**src/rtl/ps2_host_tx.sv**
```systemverilog
// Host-to-device PS/2 transmitter: request-to-send, bit shifting on device clock
// falls, ACK check and watchdog. Outputs are open-collector pull-low enables.
`timescale 1ns/1ps
module ps2_host_tx #(
  parameter int unsigned CLK_FREQ   = 50000000,
  parameter int unsigned INHIBIT_US = 100,
  parameter int unsigned SETUP_US   = 1,
  parameter int unsigned TIMEOUT_US = 15000
) (
  input  logic       clk,
  input  logic       reset_n,
  input  logic [7:0] tx_data,
  input  logic       tx_valid,
  output logic       tx_ready,
  output logic       tx_done,
  output logic       tx_err,
  input  logic       ps2_clk_i,
  input  logic       ps2_data_i,
  output logic       ps2_clk_oe,
  output logic       ps2_data_oe
);

  localparam int unsigned CYC_PER_US  = CLK_FREQ / 1000000;
  localparam int unsigned INHIBIT_CYC = CYC_PER_US * INHIBIT_US;
  localparam int unsigned SETUP_CYC   = CYC_PER_US * SETUP_US;
  localparam int unsigned TIMEOUT_CYC = CYC_PER_US * TIMEOUT_US;
  localparam int unsigned MAX_CYC     = (TIMEOUT_CYC > INHIBIT_CYC) ?
                                        ((TIMEOUT_CYC > SETUP_CYC) ? TIMEOUT_CYC : SETUP_CYC) :
                                        ((INHIBIT_CYC > SETUP_CYC) ? INHIBIT_CYC : SETUP_CYC);
  localparam int unsigned TW          = $clog2(MAX_CYC) + 1;

  typedef enum logic [2:0] {
    S_IDLE, S_INHIBIT, S_SETUP, S_SEND, S_WAIT_IDLE, S_DONE
  } state_t;

  state_t          r_state, w_state_nxt;
  logic [TW-1:0]   r_timer, w_timer_nxt;
  logic [7:0]      r_byte, w_byte_nxt;
  logic            r_parity, w_parity_nxt;
  logic [3:0]      r_nedge, w_nedge_nxt;
  logic            r_ack, w_ack_nxt;
  logic            r_clk_oe, w_clk_oe_nxt;
  logic            r_data_oe, w_data_oe_nxt;
  logic            r_ready, r_done, r_err;
  logic            w_done_nxt, w_err_nxt;
  logic            r_clk_s1, r_clk_s2, r_clk_prev;
  logic            r_dat_s1, r_dat_s2;
  logic            w_fall, w_timeout;

  assign w_fall    = ~r_clk_s2 & r_clk_prev;
  assign w_timeout = (r_timer == TW'(TIMEOUT_CYC - 1));

  assign tx_ready    = r_ready;
  assign tx_done     = r_done;
  assign tx_err      = r_err;
  assign ps2_clk_oe  = r_clk_oe;
  assign ps2_data_oe = r_data_oe;

  // Timer is shared: inhibit/setup delay, then the watchdog across SEND and WAIT_IDLE.
  always_comb begin
    w_state_nxt   = r_state;
    w_timer_nxt   = r_timer + 1'b1;
    w_byte_nxt    = r_byte;
    w_parity_nxt  = r_parity;
    w_nedge_nxt   = r_nedge;
    w_ack_nxt     = r_ack;
    w_clk_oe_nxt  = r_clk_oe;
    w_data_oe_nxt = r_data_oe;
    w_done_nxt    = 1'b0;
    w_err_nxt     = 1'b0;
    unique case (r_state)
      S_IDLE: begin
        w_timer_nxt = '0;
        if (tx_valid) begin
          w_byte_nxt    = tx_data;
          w_parity_nxt  = ~^tx_data;
          w_nedge_nxt   = '0;
          w_state_nxt   = S_INHIBIT;
          w_clk_oe_nxt  = 1'b1;
          w_data_oe_nxt = 1'b0;
        end
      end
      S_INHIBIT: begin
        if (r_timer == TW'(INHIBIT_CYC - 1)) begin
          w_state_nxt   = S_SETUP;
          w_timer_nxt   = '0;
          w_data_oe_nxt = 1'b1;
        end
      end
      S_SETUP: begin
        if (r_timer == TW'(SETUP_CYC - 1)) begin
          w_state_nxt  = S_SEND;
          w_timer_nxt  = '0;
          w_clk_oe_nxt = 1'b0;
        end
      end
      S_SEND: begin
        if (w_timeout) begin
          w_state_nxt   = S_DONE;
          w_clk_oe_nxt  = 1'b0;
          w_data_oe_nxt = 1'b0;
          w_done_nxt    = 1'b1;
          w_err_nxt     = 1'b1;
        end else if (w_fall) begin
          w_nedge_nxt = r_nedge + 4'd1;
          if (r_nedge < 4'd8) begin
            w_data_oe_nxt = ~r_byte[r_nedge[2:0]];
          end else if (r_nedge == 4'd8) begin
            w_data_oe_nxt = ~r_parity;
          end else if (r_nedge == 4'd9) begin
            w_data_oe_nxt = 1'b0;
          end else begin
            w_ack_nxt     = ~r_dat_s2;
            w_state_nxt   = S_WAIT_IDLE;
            w_clk_oe_nxt  = 1'b0;
            w_data_oe_nxt = 1'b0;
          end
        end
      end
      S_WAIT_IDLE: begin
        if (w_timeout) begin
          w_state_nxt   = S_DONE;
          w_clk_oe_nxt  = 1'b0;
          w_data_oe_nxt = 1'b0;
          w_done_nxt    = 1'b1;
          w_err_nxt     = 1'b1;
        end else if (r_clk_s2 && r_dat_s2) begin
          w_state_nxt = S_DONE;
          w_done_nxt  = 1'b1;
          w_err_nxt   = ~r_ack;
        end
      end
      S_DONE: begin
        w_state_nxt = S_IDLE;
        w_timer_nxt = '0;
      end
      default: w_state_nxt = S_IDLE;
    endcase
  end

  always_ff @(posedge clk or negedge reset_n) begin
    if (!reset_n) begin
      r_state    <= S_IDLE;
      r_timer    <= '0;
      r_byte     <= '0;
      r_parity   <= 1'b0;
      r_nedge    <= '0;
      r_ack      <= 1'b0;
      r_clk_oe   <= 1'b0;
      r_data_oe  <= 1'b0;
      r_ready    <= 1'b1;
      r_done     <= 1'b0;
      r_err      <= 1'b0;
      r_clk_s1   <= 1'b1;
      r_clk_s2   <= 1'b1;
      r_clk_prev <= 1'b1;
      r_dat_s1   <= 1'b1;
      r_dat_s2   <= 1'b1;
    end else begin
      r_state    <= w_state_nxt;
      r_timer    <= w_timer_nxt;
      r_byte     <= w_byte_nxt;
      r_parity   <= w_parity_nxt;
      r_nedge    <= w_nedge_nxt;
      r_ack      <= w_ack_nxt;
      r_clk_oe   <= w_clk_oe_nxt;
      r_data_oe  <= w_data_oe_nxt;
      r_ready    <= (w_state_nxt == S_IDLE);
      r_done     <= w_done_nxt;
      r_err      <= w_err_nxt;
      r_clk_s1   <= ps2_clk_i;
      r_clk_s2   <= r_clk_s1;
      r_clk_prev <= r_clk_s2;
      r_dat_s1   <= ps2_data_i;
      r_dat_s2   <= r_dat_s1;
    end
  end

endmodule

```
**config.mk**
```make
export PLATFORM = sky130hd
export DESIGN_NAME = ps2_host_tx
export DESIGN_NICKNAME = d
export VERILOG_FILES = /design/src/rtl/ps2_host_tx.sv
export SDC_FILE = /design/constraint.sdc
export NUM_CORES = 1
export LEC_CHECK = 0
export CAP_MARGIN = 0
export CORE_ASPECT_RATIO = 1.1
export CORE_MARGIN = 4
export CORE_UTILIZATION = 60
export DETAILED_ROUTE_END_ITERATION = 10
export PLACE_DENSITY_LB_ADDON = 0.1
export SKIP_CTS_REPAIR_TIMING = 1
export SYNTH_ARGS = -nofsm -noshare
export SYNTH_HDL_FRONTEND = slang
export SYNTH_SLANG_ARGS = --single-unit
```
**constraint.sdc**
```tcl
create_clock -name clk -period 3.6 [get_ports clk]
set_clock_uncertainty 0.05 [all_clocks]
set_input_delay 0.36 -clock clk [delete_from_list [all_inputs] [get_ports clk]]
set_output_delay 0.36 -clock clk [all_outputs]
set_load 0.05 [all_outputs]
```
# Yosys cells after proc, flatten, opt, wreduce, memory -nomap -nowiden
# Cells that the tools add are included.
# classes
n_addsub	2
multipliers	0
n_div	0
n_lt_le_gt_ge	2
n_eq_ne	20
shift	0
mux	43
bitwise	10
n_reduce_logical	13
# ops
operator	count
one-hot mux 21 bit (3 select lines)	1
2-to-1 mux 21 bit	2
2-to-1 mux 3 bit	10
adder 21 x 1 -> 21 bit (second input constant)	1
== test 21 x 13 -> 1 bit (second input constant)	1
== test 21 x 20 -> 1 bit (second input constant)	1
== test 21 x 6 -> 1 bit (second input constant)	1
2-to-1 mux 1 bit	20
one-hot mux 3 bit (5 select lines)	1
2-to-1 mux 4 bit	3
!= test 2 bit (second input constant)	6
!= test 3 bit (second input constant)	4
inverter 1 bit	9
== test 4 bit (second input constant)	2
one-hot mux 1 bit (4 select lines)	2
one-hot mux 4 bit (2 select lines)	1
AND reduction 8 bit	1
nonzero test 4 bit	2
XNOR reduction 8 bit	1
== test 3 x 2 -> 1 bit (second input constant)	2
== test 3 bit (second input constant)	2
logical NOT 3 bit	2
AND reduction 6 bit	1
AND reduction 5 bit	1
12 further kinds	13
# word_totals
register_bits	48
latchBits	0
mem_bits_rw	0
romBits	0
elab_cells	106
n_memories	0

# Logic depth before layout (Yosys ltp)
# Gate-level depths: netlist of the first run.
# depth
ltp_word	8
depth_mapped	8
mapped_depth_nobuf	7

# Least setup slack after synthesis of the first run
# No wires, ideal clock.
# synth_path
kind	register to register
from	reg r_timer[0]
to	reg r_data_oe, in the netlist ps2_data_oe
setup_ns	0.128
arrival_ns	1.815
required_ns	3.422
path_slack_ns	1.607
path_stages_with_launch	7
path_buffers	0
period_less_slack_ns	1.993
cell_sequence	dfrtp_1 ha_1 nand3_1 or4_1 nor3_2 o221ai_2 mux2_1
# synth_between
elab_chain_len	3
word_cells_on_any_way	8
classes_between	eq/ne: 5; mux: 2; reduce/logical: 1
# synth_lines
element	line_no	rtl
start: declaration	37	logic [TW-1:0] r_timer, w_timer_nxt;
start signal: assignment	161	r_timer <= w_timer_nxt;
== test 21 x 20 -> 1 bit or == test 21 x 13 -> 1 bit (tied branches)	51, 84	
!= test 3 bit (no line), or another cell as far along	n/a	
AND reduction 5 bit (no line) or one-hot mux 1 bit (4 select lines) (tied branches)	n/a	
end signal: assignment	167	r_data_oe <= w_data_oe_nxt;
end: declaration	43	logic r_data_oe, w_data_oe_nxt;
# Several ways; a longest one is shown, not always the timed one.
# A chain may end at the register's enable or synchronous reset.

# Final worst setup path of the first run
# layout_path
from	reg r_timer[11]
to	reg r_timer[15]
# layout_between
elab_chain_len	3
word_cells_on_any_way	6
classes_between	add/sub: 1; eq/ne: 2; mux: 3
# layout_lines
element	line_no	rtl
adder 21 x 1 -> 21 bit, or another cell as far along	62	w_timer_nxt = r_timer + 1'b1;
2-to-1 mux 21 bit (on tied branches)	91, 84	
one-hot mux 21 bit (3 select lines) (*)	71	unique case (r_state)
net w_timer_nxt[15]	37	
# The timed path passes the listed nets; every way through them passes the cells marked *.

==> results.tsv, run 1 <==
metric	value	unit
synth_top_flop_cell	dfrtp_1	
rsz0062_at_grt	no	
dp_slack	1.25	ns
crit_fanout	21	
rows	24	
vias	1879	
grt_max_degree	49	
syn_area_per_cell	10.3	um2
antenna_cells	0	
finalCritPeriodShare	0.663	
syn_inst	253	
dp_cells	310	
ys_seq_area_frac	0.466	
irDropWorstVdd	200	uV
drtPass1Iterations	4	
dieArea	5440	um2
fin_nets	283	
synth_simple_gate_area_frac	0.217	
syn_nets	271	
synth_area	2600	um2
initial_core_util	0.636	
critPathKind	reg2reg	
slew_violations	0	
dp_hpwl	3350	um
via_per_inst	5.91	
fin_crit	2.39	ns
clkLatencyLatePin	0.30	ns
setup_tns	0	ns
fin_util	0.697	
crit_family	compound AO/OA/AOI/OAI gates	
setup_viol_count_final	0	
critPathArrivalTime	2.49	ns
synth.top_cells.by_count	dfrtp_1 (42), nor2_1 (38), xnor2_1 (20)	
worst_slew_pin_slew	1.04	ns
ys_ff_latch	48	
final_hold_viol_count	0	
critPathCaptureType	flip-flop	
fmax	0.419	GHz
synth_edf_count	0	
fin_ws	1.21	ns
drt_wl_total	4810	um
cts_max_path_buffers	2	
wl_per_cell	15.1	um
ant_nets	0	
path_clk_slew	0.09	ns
htreeDepth	2	
yosys.area.top_type	dfrtp_1	
drtIter0Drc	175	
grt_pass1_wl	8670	um
critPathBufInv	0	
port_buffers	17	
drc	0	
required	3.70	ns
synth_compound_area_frac	0.104	
synthAdderAreaFrac	0.0241	
grt-ovfl-total	0	
ys_warn_count	0	
ys_async_sr_fraction	1.00	
status	completed	
track_usage	0.195	
cp-start-kind	flip-flop	
relSlewSlack	0.305	
synth_xor_area_frac	0.0877	
core_area	4080	um2
cp_cell_sequence	nor4_1 -> nand2_2 -> o41ai_1 -> o211a_1 -> nor2_1	
power_density	321	nW/um2
synth_top_area_frac	0.405	
grt_pass1_vias	1815	
cp_slowest_stage_delay	0.66	ns
clock_sinks	48	
fillers	324	
stdcell_count	318	
cts_tree	yes	
slowest_stage	o211a_1	
synth_top_family_by_area	simple AND/OR/NAND/NOR gates	
yosysMostFrequentCell	dfrtp_1	
die_h	77.0	um
max_cap_violations	0	
muxShareOfSynthArea	0.0651	
antenna_found_initial	0	
pin_count	18	
die_w	70.7	um
syn2layout_area_growth	9.64	%
finalPower	0.915	mW
cts_buffers	5	
synth_cell_type_count	56	
min_path_type	in2async	
clock_tree.root_cell	clkbuf_8	
p_leak	1.23	nW
yosys-top-cells-area	dfrtp_1 (40%), xnor2_1 (6.7%), dfstp_2 (6.1%)	
drive_gt1_frac	0.139	
gp_congestion	0.788	
-- metrics by stage --
step | hold WS (ns) | cell area, um2
floorplan | 0.0144 | 2600
global placement | 0.296 | 2760
detailed placement | 0.299 | 2760
CTS | 0.222 | 2850
global route | 0.289 | 2850
finish | 0.180 | 2850
-- layout make-up --
class	count	area, um2	area share
multi-input cells	186	1290	0.454
flip-flops and latches	48	1210	0.425
repair buffers	17	165	0.0580
clock buffers	8	90.1	0.0316
well taps	52	65.1	0.0229
inverters	7	26.3	0.00923
-- worst reg2reg max path, cell delays in order, from the launching register on --
cell	delay, ns
dfrtp_1	0.43
nor4_1	0.35
nand2_2	0.24
o41ai_1	0.40
o211a_1	0.66
nor2_1	0.12
-- cell families after synthesis --
| family | Yosys count |
|---|---|
| and+or+nand+nor | 107 |
| buffers and inverters | 19 |
| AOI/OAI and AO/OA | 35 |
| xor gates and xnor gates | 26 |
| muxes | 13 |
| DFF | 48 |
| adders and majority gates | 5 |
-- state kept, by name (all words and copies together) (netlist names), 3 cells and up --
name,count
r_state,3
r_byte,8
r_timer,21
r_nedge,4
-- power by group --
| part | internal, mW | switching [mW] | leakage (nW) |
|---|---|---|---|
| Combinational | 0.0219 | 0.0219 | 0.568 |
| Sequential | 0.544 | 0.00165 | 0.620 |
| Clock | 0.157 | 0.169 | 0.0455 |
-- cell usage in the layout (no fill, tap or decap), types with 7 or more instances in the layout --
| master | count |
|---|---|
| nor2_1 | 38 |
| dfrtp_1 | 42 |
| xnor2_1 | 20 |
| nand4_1 | 7 |
| nand2_1 | 15 |
| clkdlybuf4s50_1 | 16 |
| mux2_2 | 10 |
| inv_1 | 7 |
| nand3_1 | 9 |
| a21oi_1 | 7 |
-- routing by layer --
layer,up-vias,GRT usage,wire (um)
met5,-,0,0
met4,0,0.0545,60
met3,7,0.0418,189
met2,34,0.293,2260
met1,922,0.285,2310
li1,916,-,-
-- path summary, 6_finish.rpt --
path	from	to	slack, ns	cells after the start
setup / recovery	r_timer[11]$_DFF_PN0_	r_timer[15]$_DFF_PN0_	1.21	5
hold / removal	reset_n	tx_done$_DFF_PN0_	0.18	1
setup reg to reg	r_timer[11]$_DFF_PN0_	r_timer[15]$_DFF_PN0_	1.21	5
hold reg to reg	r_dat_s1$_DFF_PN1_	r_dat_s2$_DFF_PN1_	0.30	0
max in group asynchronous	reset_n	r_timer[14]$_DFF_PN0_	2.66	1
min in group clk	r_dat_s1$_DFF_PN1_	r_dat_s2$_DFF_PN1_	0.30	0
No activity file was read; power rests on OpenSTA's default activity.
==> inputs of run 2 (changes only) <==
--- a/config.mk
+++ b/config.mk
@@ -8,7 +8,7 @@
 export CAP_MARGIN = 0
 export CORE_ASPECT_RATIO = 1.1
 export CORE_MARGIN = 4
-export CORE_UTILIZATION = 60
+export CORE_UTILIZATION = 53
 export DETAILED_ROUTE_END_ITERATION = 10
 export PLACE_DENSITY_LB_ADDON = 0.1
 export SKIP_CTS_REPAIR_TIMING = 1
==> constraint.sdc (replaced) <==
create_clock -name clk -period 2.1 [get_ports clk]
set_clock_uncertainty 0.05 [all_clocks]
set_input_delay 0.21 -clock clk [delete_from_list [all_inputs] [get_ports clk]]
set_output_delay 0.21 -clock clk [all_outputs]
set_load 0.05 [all_outputs]
==> run 2 against run 1 <==
Net effect: fmax increased by 19%; critical path type unchanged; non-clock buffer count is 18 higher; die area is 12% higher; setup slack lost 1.1 ns; routed wire length grew 9.0%; largest cell class unchanged; utilization is 3.6 points lower.
==> results.tsv, run 2 (synthesized netlist as in run 1, its figures left out) <==
metric	value	unit
status	completed	
grt_pass1_wl	9140	um
initial_core_util	0.554	
drt_wl_total	5250	um
grt_pass1_vias	1939	
drtPass1Iterations	4	
ant_nets	0	
timing.hold.ws	0.200	ns
regMostFlops	r_timer	
final_hold_viol_count	0	
antenna_cells	0	
cp-startpoint	r_timer[1]$_DFF_PN0_	
grtUsageMet1	0.251	
required	2.24	ns
power_density	578	nW/um2
cp-start-kind	flip-flop	
die_w	74.7	um
slew_violations	0	
fin_nets	301	
intPower	1.45	mW
drtIter0Drc	73	
fin_util	0.661	
final_cell_mix	dfrtp_1 (41), nor2_1 (38), xnor2_1 (20)	
critPathKind	reg2reg	
finalCritPeriodShare	0.955	
reg.largest.list	r_timer x21, r_byte x8, r_nedge x4	
cts_buffers	5	
clkLatencyLatePin	0.30	ns
path_clk_slew	0.08	ns
top_usage_layer	met2	
gr-usage-met3	0.0384	
p_seq_frac	0.523	
clock_tree.root_cell	clkbuf_8	
endpoint	r_nedge[0]$_DFFE_PN0P_	
cts_tree	yes	
irDropWorstVdd	313	uV
gp_congestion	0.797	
fin_ws	0.0939	ns
stdcell_count	340	
dpl_cell_area	2890	um2
r2r-end	r_nedge[0]$_DFFE_PN0P_	
grt-ovfl-total	0	
largest_register_ffs	21	
min_path_type	in2async	
dieArea	6080	um2
setup_viol_count_final	0	
drive_gt1_frac	0.218	
fin_crit	2.01	ns
antenna_found_initial	0	
p_switching	0.339	mW
multi_input_area	1340	um2
switching_share	0.190	
vias	1920	
clock_sinks	48	
final_common_cell	dfrtp_1	
grt_max_degree	31	
crit_fanout	5	
seqCellArea	1210	um2
drc	0	
rows	26	
fmax	0.498	GHz
relSlewSlack	0.670	
critPathArrivalTime	2.15	ns
r2r-start	r_timer[1]$_DFF_PN0_	
dp_cells	330	
pin_count	18	
final_cell_area	3100	um2
syn2layout_area_growth	19.2	%
ff2ff_path_depth	6	
max_cap_violations	0	
core_area	4680	um2
worst_slew_pin_slew	0.493	ns
p_leak	1.35	nW
r2r_slack	0.09	ns
htreeDepth	2	
fillers	386	
dp_hpwl	3780	um
track_usage	0.198	
power_frac_comb	0.046	
dp_slack	0.00572	ns
use_met2	0.331	
port_buffers	17	
cts_max_path_buffers	2	
die_h	81.4	um
via_per_inst	5.65	
p_clk_frac	0.431	
wl_per_cell	15.4	um
critPathCaptureType	flip-flop	
## run 2: routing by layer
metal	wire length, um	vias up
li1	-	949
met1	2330	937
met2	2690	26
met3	135	8
met4	94	0
met5	0	-
## run 2: stage by stage
step	total power, mW	TNS (ns)
floorplan	0.982	0
global placement	1.04	0
detailed placement	1.04	0
CTS	1.82	-0.0117
global route	1.87	-0.338
finish	1.79	0
## run 2: layout make-up
type                       count  area share
multi-input combinational    186       0.433
timing repair buffer          35       0.102
clock buffer                   6      0.0234
sequential                    48       0.391
tap                           56      0.0226
inverter                       7     0.00849
clock inverter                 2      0.0194
## run 2: how the worst min path moves through the flow
stage,cells after the start,start,endpoint
final,2,reset_n,r_byte[6]$_DFFE_PN0P_
after global routing,2,reset_n,r_byte[6]$_DFFE_PN0P_
after CTS,1,reset_n,r_byte[0]$_DFFE_PN0P_
after detailed placement,1,reset_n,r_byte[6]$_DFFE_PN0P_
after global placement,1,reset_n,r_byte[0]$_DFFE_PN0P_
after floorplan,0,reset_n,ps2_clk_oe$_DFFE_PN0P_
## run 2: power by group through the flow
stage                     registers (mW)  clock network [mW]  logic, mW
final                              0.936               0.771     0.0817
after CTS                          0.936               0.798     0.0830
after floorplan                    0.953                   0     0.0297
after global placement             0.954                   0     0.0821
after detailed placement           0.954                   0     0.0826
after global routing               0.937               0.839     0.0904
## run 2: worst max-delay path, cell delays in order, from the launching register on
cell and delay [ns]:
dfrtp_1 0.42, ha_4 0.17, nand3_1 0.13, or4_4 0.60, o21ai_2 0.20, nor2_1 0.07
mux2_2 0.26
